File: config.mk
export PLATFORM = sky130hd
export DESIGN_NAME = alu_mul_seq_flat
export DESIGN_NICKNAME = d
export VERILOG_FILES = /design/src/rtl/alu_mul_seq_if.sv /design/src/rtl/alu_mul_seq.sv /design/src/flat_wrapper.sv
export SDC_FILE = /design/constraint.sdc
export NUM_CORES = 1
export LEC_CHECK = 0
export ABC_AREA = 0
export CORE_MARGIN = 1.5
export CORE_UTILIZATION = 43
export CTS_CLUSTER_SIZE = 30
export DETAILED_ROUTE_END_ITERATION = 7
export PLACE_DENSITY = 0.84
export SYNTH_ARGS = -nofsm -noshare
export SYNTH_HDL_FRONTEND = slang
export SYNTH_SLANG_ARGS = --single-unit
File: constraint.sdc
create_clock -name clk -period 4 [get_ports clk]
set_input_delay 0.8 -clock clk [delete_from_list [all_inputs] [get_ports clk]]
set_output_delay 0.8 -clock clk [all_outputs]
set_load 0.1 [all_outputs]
File: src/rtl/alu_mul_seq_if.sv
// -----------------------------------------------------------------------------
// alu_mul_seq_if
// Operand / result handshake bundle for the shift-and-add multiplier sequencer.
//   in_valid / in_ready   : operand handshake (producer -> sequencer)
//   in_a / in_b           : multiplicand / multiplier, sampled on accept
//   out_valid / out_ready : result handshake (sequencer -> consumer)
//   out_result            : low XLEN bits of in_a * in_b
// Modports: master = issuing side of the core, slave = the sequencer.
// -----------------------------------------------------------------------------
interface alu_mul_seq_if #(
    parameter int XLEN = 32
);
    logic            in_valid;
    logic            in_ready;
    logic [XLEN-1:0] in_a;
    logic [XLEN-1:0] in_b;
    logic            out_valid;
    logic            out_ready;
    logic [XLEN-1:0] out_result;

    modport master (
        output in_valid, in_a, in_b, out_ready,
        input  in_ready, out_valid, out_result
    );

    modport slave (
        input  in_valid, in_a, in_b, out_ready,
        output in_ready, out_valid, out_result
    );
endinterface

File: src/rtl/alu_mul_seq.sv
// -----------------------------------------------------------------------------
// alu_mul_seq
// Multi-cycle shift-and-add MUL sequencer that borrows the core's shared ALU.
// Each BUSY cycle issues one ALU add (acc + partial product) and shifts the
// multiplicand left / multiplier right. Iteration stops as soon as no set
// multiplier bits remain, so an operation takes max(1, msb(in_b)+1) BUSY cycles.
// Ports:
//   clk, rst     : clock, asynchronous active-high reset
//   bus          : operand/result handshake (alu_mul_seq_if.slave)
//   busy         : high while BUSY or DONE; core muxes ALU inputs to this block
//   alu_a/alu_b  : ALU operands, zero outside BUSY
//   alu_control  : ALU op select, always add (3'b000)
//   alu_result   : combinational ALU result
// -----------------------------------------------------------------------------
module alu_mul_seq #(
    parameter int XLEN = 32
) (
    input  logic                 clk,
    input  logic                 rst,
    alu_mul_seq_if.slave         bus,
    output logic                 busy,
    output logic [XLEN-1:0]      alu_a,
    output logic [XLEN-1:0]      alu_b,
    output logic [2:0]           alu_control,
    input  logic [XLEN-1:0]      alu_result
);

    localparam logic [2:0] ALU_ADD = 3'b000;

    typedef enum logic [1:0] {
        S_IDLE = 2'd0,
        S_BUSY = 2'd1,
        S_DONE = 2'd2
    } state_t;

    state_t          state_q, state_d;
    logic [XLEN-1:0] acc_q, acc_d;
    logic [XLEN-1:0] mcand_q, mcand_d;
    logic [XLEN-1:0] mplier_q, mplier_d;

    always_ff @(posedge clk or posedge rst) begin
        if (rst) begin
            state_q  <= S_IDLE;
            acc_q    <= '0;
            mcand_q  <= '0;
            mplier_q <= '0;
        end else begin
            state_q  <= state_d;
            acc_q    <= acc_d;
            mcand_q  <= mcand_d;
            mplier_q <= mplier_d;
        end
    end

    always_comb begin
        state_d      = state_q;
        acc_d        = acc_q;
        mcand_d      = mcand_q;
        mplier_d     = mplier_q;
        bus.in_ready = 1'b0;
        bus.out_valid = 1'b0;
        busy         = 1'b0;
        alu_a        = '0;
        alu_b        = '0;

        unique case (state_q)
            S_IDLE: begin
                bus.in_ready = 1'b1;
                if (bus.in_valid) begin
                    acc_d    = '0;
                    mcand_d  = bus.in_a;
                    mplier_d = bus.in_b;
                    state_d  = S_BUSY;
                end
            end
            S_BUSY: begin
                busy     = 1'b1;
                alu_a    = acc_q;
                alu_b    = mplier_q[0] ? mcand_q : '0;
                acc_d    = alu_result;
                mcand_d  = {mcand_q[XLEN-2:0], 1'b0};
                mplier_d = {1'b0, mplier_q[XLEN-1:1]};
                // Early exit: once the remaining multiplier bits are all zero,
                // further iterations would only add zero.
                if (mplier_q[XLEN-1:1] == '0) begin
                    state_d = S_DONE;
                end
            end
            S_DONE: begin
                busy          = 1'b1;
                bus.out_valid = 1'b1;
                // in_ready stays low here, forcing one IDLE bubble after the
                // result handshake.
                if (bus.out_ready) begin
                    state_d = S_IDLE;
                end
            end
            default: begin
                state_d = S_IDLE;
            end
        endcase
    end

    // acc is frozen in DONE, so it serves directly as the held result.
    assign bus.out_result = acc_q;
    assign alu_control    = ALU_ADD;

endmodule

File: src/flat_wrapper.sv
// flat-port wrapper written by rule: the top's interface ports become plain ports
module alu_mul_seq_flat 
#(
    parameter int XLEN = 32
)
  (clk, rst, busy, alu_a, alu_b, alu_control, alu_result, bus_in_valid, bus_in_a, bus_in_b, bus_out_ready, bus_in_ready, bus_out_valid, bus_out_result);
  alu_mul_seq_if #(.XLEN(XLEN)) bus_i ();
  input  logic clk;
  input  logic rst;
  output logic busy;
  output logic [XLEN-1:0] alu_a;
  output logic [XLEN-1:0] alu_b;
  output logic [2:0] alu_control;
  input  logic [XLEN-1:0] alu_result;
  input wire logic [$bits(bus_i.in_valid)-1:0] bus_in_valid;
  input wire logic [$bits(bus_i.in_a)-1:0] bus_in_a;
  input wire logic [$bits(bus_i.in_b)-1:0] bus_in_b;
  input wire logic [$bits(bus_i.out_ready)-1:0] bus_out_ready;
  output wire logic [$bits(bus_i.in_ready)-1:0] bus_in_ready;
  output wire logic [$bits(bus_i.out_valid)-1:0] bus_out_valid;
  output wire logic [$bits(bus_i.out_result)-1:0] bus_out_result;
  assign bus_i.in_valid = bus_in_valid;
  assign bus_i.in_a = bus_in_a;
  assign bus_i.in_b = bus_in_b;
  assign bus_i.out_ready = bus_out_ready;
  assign bus_in_ready = bus_i.in_ready;
  assign bus_out_valid = bus_i.out_valid;
  assign bus_out_result = bus_i.out_result;
  alu_mul_seq #(.XLEN(XLEN)) u_core (.clk(clk), .rst(rst), .bus(bus_i), .busy(busy), .alu_a(alu_a), .alu_b(alu_b), .alu_control(alu_control), .alu_result(alu_result));
endmodule
Word-level counts from Yosys, hierarchy flattened. Index checks and enable logic that the tools add are counted. W data, S select, Z words.

Register bits after elaboration: 98. Bits of input ports: 100. Output and inout bits: 102. Word-level logic and storage cells: 31.

Eq/ne operators: 5. Mux-type cells: 16. Reduce and logical (&&, ||, !) cells: 6.

Operator list (count): $mux W32 (6); $pmux W32 S2 (3); $logic_not A31 Y1 (1); $mux W2 (3); $pmux W2 S3 (1); $ne A2 B2 Y1 const B (2); $mux W1 (3); $reduce_and A3 Y1 (1); $eq A2 B1 Y1 const B (1); $eq A2 B2 Y1 const B (1); $logic_not A2 Y1 (1); $ne A2 B1 Y1 const B (1); $reduce_and A2 Y1 (1); $reduce_bool A2 Y1 (1); $reduce_or A2 Y1 (1).

Longest topological paths before layout. Gate-level depths: netlist of run 1.

Word-level depth: 3. Depth in mapped cells: 8. Mapped depth without buffers: 6.

Least setup slack after synthesis of run 1. Ideal clock, no wire load.

Kind: reg-to-output. Start point: reg u_core.state_q[1]. End point: out alu_a[21]. Data arrival time: 1973 ps. Data required time: 3200 ps. Path slack: 1227 ps. Cell stages (with the launch flop): 7. Path buffers: 3. Cell sequence: dfrtp_1 inv_1 ha_1 buf_2 buf_2 clkbuf_1 and2_1.

Cells in the longest elaborated chain, start to end: 2.

Ends and longest elaborated chain: start, declared (line alu_mul_seq.sv:36) `state_t state_q, state_d;`; start signal, assigned (line alu_mul_seq.sv:48) `state_q <= state_d;`; $eq A2 B1 Y1 (line alu_mul_seq.sv:66) `unique case (state_q)`; $mux W32 (line alu_mul_seq.sv:66); end, declared (line flat_wrapper.sv:11) `output logic [XLEN-1:0] alu_a;`.

No other way between the ends.

Worst setup path in the final report of run 1.
Start point: reg u_core.state_q[0]. End point: out bus_in_ready.

Cells in the longest elaborated chain, start to end: 2.

Ends and longest elaborated chain: $logic_not A2 Y1 (line alu_mul_seq.sv:66); $mux W1 (line alu_mul_seq.sv:66); end, declared (line flat_wrapper.sv:19) `output wire logic [$bits(bus_i.in_ready)-1:0] bus_in_ready;`.

No other way between the ends.

==> results of run 1 <==
routing by layer:
metal	routed length [um]	global-route usage	up-vias
met3	692	0.0356	18
met5	0	0	-
met2	5580	0.323	125
met4	169	0.0602	0
met1	5070	0.261	1841
li1	-	-	1951
worst register-to-register path, cell delays in order, from the launching register on:
cell	delay, ns
dfrtp_1	0.41
inv_1	0.14
ha_4	0.79
and2_1	0.98
a22o_1	0.27
worst paths after layout:
| kind | to | cells past startpoint | start |
|---|---|---|---|
| min in group asynchronous | u_core.mcand_q[8] | 2 | rst |
| setup reg to reg | u_core.bus.out_result[21] | 4 | u_core.state_q[1] |
| max in group asynchronous | u_core.mcand_q[2] | 3 | rst |
| setup / recovery | bus_in_ready | 3 | u_core.state_q[0] |
| hold reg to reg | u_core.mcand_q[31] | 2 | u_core.mcand_q[31] |
| hold / removal | u_core.mcand_q[31] | 2 | u_core.mcand_q[31] |
cell usage after synthesis, drive strengths merged, types with 2 or more instances:
library cell,number
dfrtp,98
o21ai,65
mux2i,64
nand2,64
and2,33
a22o,32
and3,32
buf,22
clkbuf,20
nor4,7
inv,5
ha,4
nand2b,3
nand4,2
nor3,2
layout make-up:
class                   count  share of cell area
repair buffers            204               0.274
multi-input cells         316               0.309
flip-flops and latches     98               0.358
well taps                 140              0.0255
inverters                   5             0.00310
clock inverters             7              0.0124
clock buffers               9              0.0181
cells by family (layout without fill, tap and decap cells):
logic type | Yosys count | in the layout | share of synthesized area
flops | 98 | 98 | 0.516
compound gates | 99 | 99 | 0.131
fa+ha+maj | 4 | 4 | 0.0105
buf+inv | 47 | 225 | 0.0444
other cells | 1 | 3 | 0.000788
simple gates | 146 | 146 | 0.163
mux | 64 | 64 | 0.135
state kept, by name, summed over array words and instances (netlist names):
name / flops
u_core.bus.out_result: 32
u_core.mcand_q: 32
u_core.mplier_q: 32
u_core.state_q: 2
per-stage QoR:
| step | hold WS, ns | setup WS [ns] | instances | utilization |
|---|---|---|---|---|
| floorplan | 0.449 | 0.638 | 461 | - |
| global placement | 0.477 | 1.25 | 763 | 0.616 |
| detailed placement | 0.473 | 1.19 | 763 | 0.616 |
| CTS | 0.496 | 0.770 | 779 | 0.636 |
| global route | 0.547 | 0.700 | 779 | 0.636 |
| finish | 0.496 | 0.799 | 779 | 0.636 |
==> impl_metrics.yaml, run 1 <==
status:
  status: "completed"
synth:
  yosys.area.top_type_share: 0.516
  yosysSeqAreaShare: 0.516
  async_reset_ff_frac: 1.00
  avgSynthCellArea_um2: 10.4
  ys_types: 24
  synth_edf_count: 0
  yosysWarnings: 0
  synth_area_leaders: "dfrtp_1 (52%), mux2i_1 (13%), o21ai_1 (6.8%)"
  synth_top_area_cell: "dfrtp_1"
  syn_area_mm2: 0.00476
  ys_seq_elements: 98
  synth_flop_cell: "dfrtp_1"
  synthCells: 459
die:
  std_cell_rows: 38
  fp.dieH_um: 108
  start_util: 0.441
  dieArea_mm2: 0.0117
  die_w_um: 108
  io_pins: 202
  core_area_mm2: 0.0108
clock_tree:
  postCtsSetupBuffers: 0
  h-tree-depth: 3
  clk_pin_slew_ns: 0.10
  hold_buffers: 0
  cts_buffers: 9
  clock_sinks: 98
  clock_path_buffers: 2
  cts_root_buf: "clkbuf_8"
  clock_latency_ns: 0.36
  cts_tree: "done"
  cts_resized: 0
sta:
  finalSetupTns_ns: 0
  maxSlewViolCount: 0
  fin_crit_ns: 3.20
  fin_worst_skew_ns: 0.0138
  fin_crit_sh: 0.800
  max-slew-margin-rel: 0.275
  fmaxAchievable_mhz: 312
  worst_slew_pin_slew_ns: 1.09
  finalSetupViolations: 0
  rsz0062_at_grt: "false"
  hold_violations: 0
critical_path:
  crit_family: "buffers and inverters"
  path_max_fanout: 4
  start_kind: "flop"
  rrSetupSlack_ns: 1.34
  worstPathArrival_ns: 2.40
  path_class: "reg2out"
  crit_chain: "inv_1 -> ha_1 -> clkdlybuf4s50_1"
  slowest_delay_ns: 1.18
  cp.buffers_inverters: 2
  required_ns: 3.20
  cpMaxStageDelayCell: "clkdlybuf4s50_1"
  worst_setup_path_end_kind: "output pin"
final_layout:
  layout_commonest_cell: "clkdlybuf4s50_1"
  antenna_cells: 0
  multi_input_area_mm2: 0.00212
  stdcell_area_mm2: 0.00686
  fin_nets: 738
  fillers: 876
  regArea_mm2: 0.00245
  area_growth_pct: 44.2
  final_cell_mix: "clkdlybuf4s50_1 (134), dfrtp_1 (98), buf_4 (69)"
  drive_gt1_frac: 0.146
placement:
  port_buffers: 198
  gp_congestion: 0.774
  hpwl_um: 8260
  postPlaceCellArea_mm2: 0.00665
job:
  cap_violations: 0
detailed_routing:
  wl_per_cell_um: 14.8
  ant_nets: 0
  first_pass_iters: 4
  wl_um: 11500
  drt_iter0_markers: 201
  vias: 3935
  drc: 0
  drt-vias-per-instance: 5.05
global_route:
  antenna_found_initial: 0
  gr-total-overflow: 0
  first_global_vias: 3783
  grt_max_degree: 161
  grt_pass1_wl_um: 18100
  grtUsageTotal: 0.195
hold_path:
  min_path_type: "reg2reg"
Power of run 1 is not shown: default switching activity piles up to over one toggle a cycle in this logic, so the estimate is an artifact.
==> inputs of run 2 (changes only) <==
clock period = 3.3 ns   (was 4 ns; I/O delays follow)
==> run 2 against run 1 <==
Effect of this change: sequential share of layout area down 2.2 points; non-clock buffer count grew 3; clock-buffer cell count rose by 2; largest cell class unchanged; cell area is 6.5% higher; worst hold slack improved by 0.0068 ns; sequential cell count did not move; die area unchanged; first-iteration DRC count decreased by 14%; core utilization grew 4.1 points; critical path depth up 2; register-to-register slack got worse by 0.66 ns; worst setup slack worse by 0.37 ns.
==> impl_metrics.yaml, run 2 (synthesis gave the netlist of run 1 again) <==
critical_path:
  start_kind: "flop"
  slowest_delay_ns: 0.52
  r2r_end: "u_core.bus.out_result[12]"
  startpoint: "u_core.state_q[1]"
  path_max_fanout: 49
  rrSetupSlack_ns: 0.68
  cp-endpoint: "alu_a[31]"
  crit_family: "buffers and inverters"
  path_class: "reg2out"
  cp.buffers_inverters: 3
  cp.depth: 5
  worst_setup_path_end_kind: "output pin"
  rr_worst_depth: 5
  required_ns: 2.64
  cpMaxStageDelayCell: "ha_4"
  crit_chain: "inv_1 -> ha_4 -> buf_4 -> and2_1 -> buf_12"
  worstPathArrival_ns: 2.21
  rr_startpoint: "u_core.state_q[1]"
die:
  core_area_mm2: 0.0108
  start_util: 0.441
  die_w_um: 108
  io_pins: 202
  dieArea_mm2: 0.0117
  fp.dieH_um: 108
  std_cell_rows: 38
global_route:
  busiest_layer: "met2"
  grtUsageTotal: 0.211
  antenna_found_initial: 0
  grt_pass1_wl_um: 19600
  first_global_vias: 4060
  use_met1: 0.271
  met3_usage: 0.0325
  use_met2: 0.372
  gr-total-overflow: 0
  grt_max_degree: 129
sta:
  hold_violations: 0
  rsz0062_at_grt: "false"
  finalSetupViolations: 0
  finalSetupTns_ns: 0
  fin_crit_ns: 2.87
  fin_hold_ws_ns: 0.503
  fmaxAchievable_mhz: 348
  fin_worst_skew_ns: 0.0124
  maxSlewViolCount: 0
  fin_crit_sh: 0.870
  worst_slew_pin_slew_ns: 1.13
  max-slew-margin-rel: 0.244
final_layout:
  antenna_cells: 0
  layout_commonest_cell: "clkdlybuf4s50_1"
  drive_gt1_frac: 0.201
  area_growth_pct: 53.6
  final_cell_mix: "clkdlybuf4s50_1 (99), dfrtp_1 (98), o21ai_1 (65), buf_4 (65), nand2_1 (64)"
  stdcell_area_mm2: 0.00731
  fin_nets: 741
clock_tree:
  h-tree-depth: 3
  clock_path_buffers: 2
  postCtsSetupBuffers: 0
  cts_resized: 0
  clk_pin_slew_ns: 0.10
  clock_sinks: 98
  cts_tree: "done"
  cts_root_buf: "clkbuf_8"
  cts_buffers: 9
  clock_latency_ns: 0.34
  hold_buffers: 0
detailed_routing:
  wl_um: 12300
  wl_per_cell_um: 15.7
  vias: 3988
  drt_iter0_markers: 173
  drt-vias-per-instance: 5.10
  ant_nets: 0
  drc: 0
  first_pass_iters: 4
job:
  cap_violations: 0
placement:
  port_buffers: 198
  postPlaceCellArea_mm2: 0.00711
  gp_congestion: 0.773
  hpwl_um: 9070
hold_path:
  worstHoldPathCells: 2
  min_path_type: "reg2reg"
status:
  status: "completed"
[run 2: tightest hold or removal path: stages (launching register included)]
cell and delay, ns:
dfrtp_1 0.35, nand2_1 0.05, o21ai_1 0.07
[run 2: through the flow]
stage                util  setup slack (ns)  instances
floorplan               -            0.0779        461
global placement    0.659             0.814        766
detailed placement  0.659             0.696        766
CTS                 0.677             0.412        782
global route        0.677             0.260        782
finish              0.677             0.429        782
[run 2: worst min path at each step]
stage | startpoint | endpoint
after detailed placement | u_core.mcand_q[31] | u_core.mcand_q[31]
after global routing | u_core.mcand_q[31] | u_core.mcand_q[31]
final | u_core.mcand_q[31] | u_core.mcand_q[31]
after CTS | u_core.mcand_q[31] | u_core.mcand_q[31]
after floorplan | u_core.mcand_q[31] | u_core.mcand_q[31]
after global placement | u_core.mcand_q[31] | u_core.mcand_q[31]
[run 2: final cells by class]
class	count	area (um2)
clock buffer	11	131
clock inverter	5	63.8
fill	814	3490
inverter	5	21.3
multi-input combinational	316	2120
sequential	98	2450
tap	140	175
timing repair buffer	207	2340
[run 2: routing by layer]
| layer | routed length (um) | share of wire |
|---|---|---|
| met5 | 0 | 0 |
| met4 | 194 | 0.016 |
| met3 | 712 | 0.058 |
| met2 | 6150 | 0.50 |
| met1 | 5190 | 0.42 |
Power of run 2 is left out for the same reason.
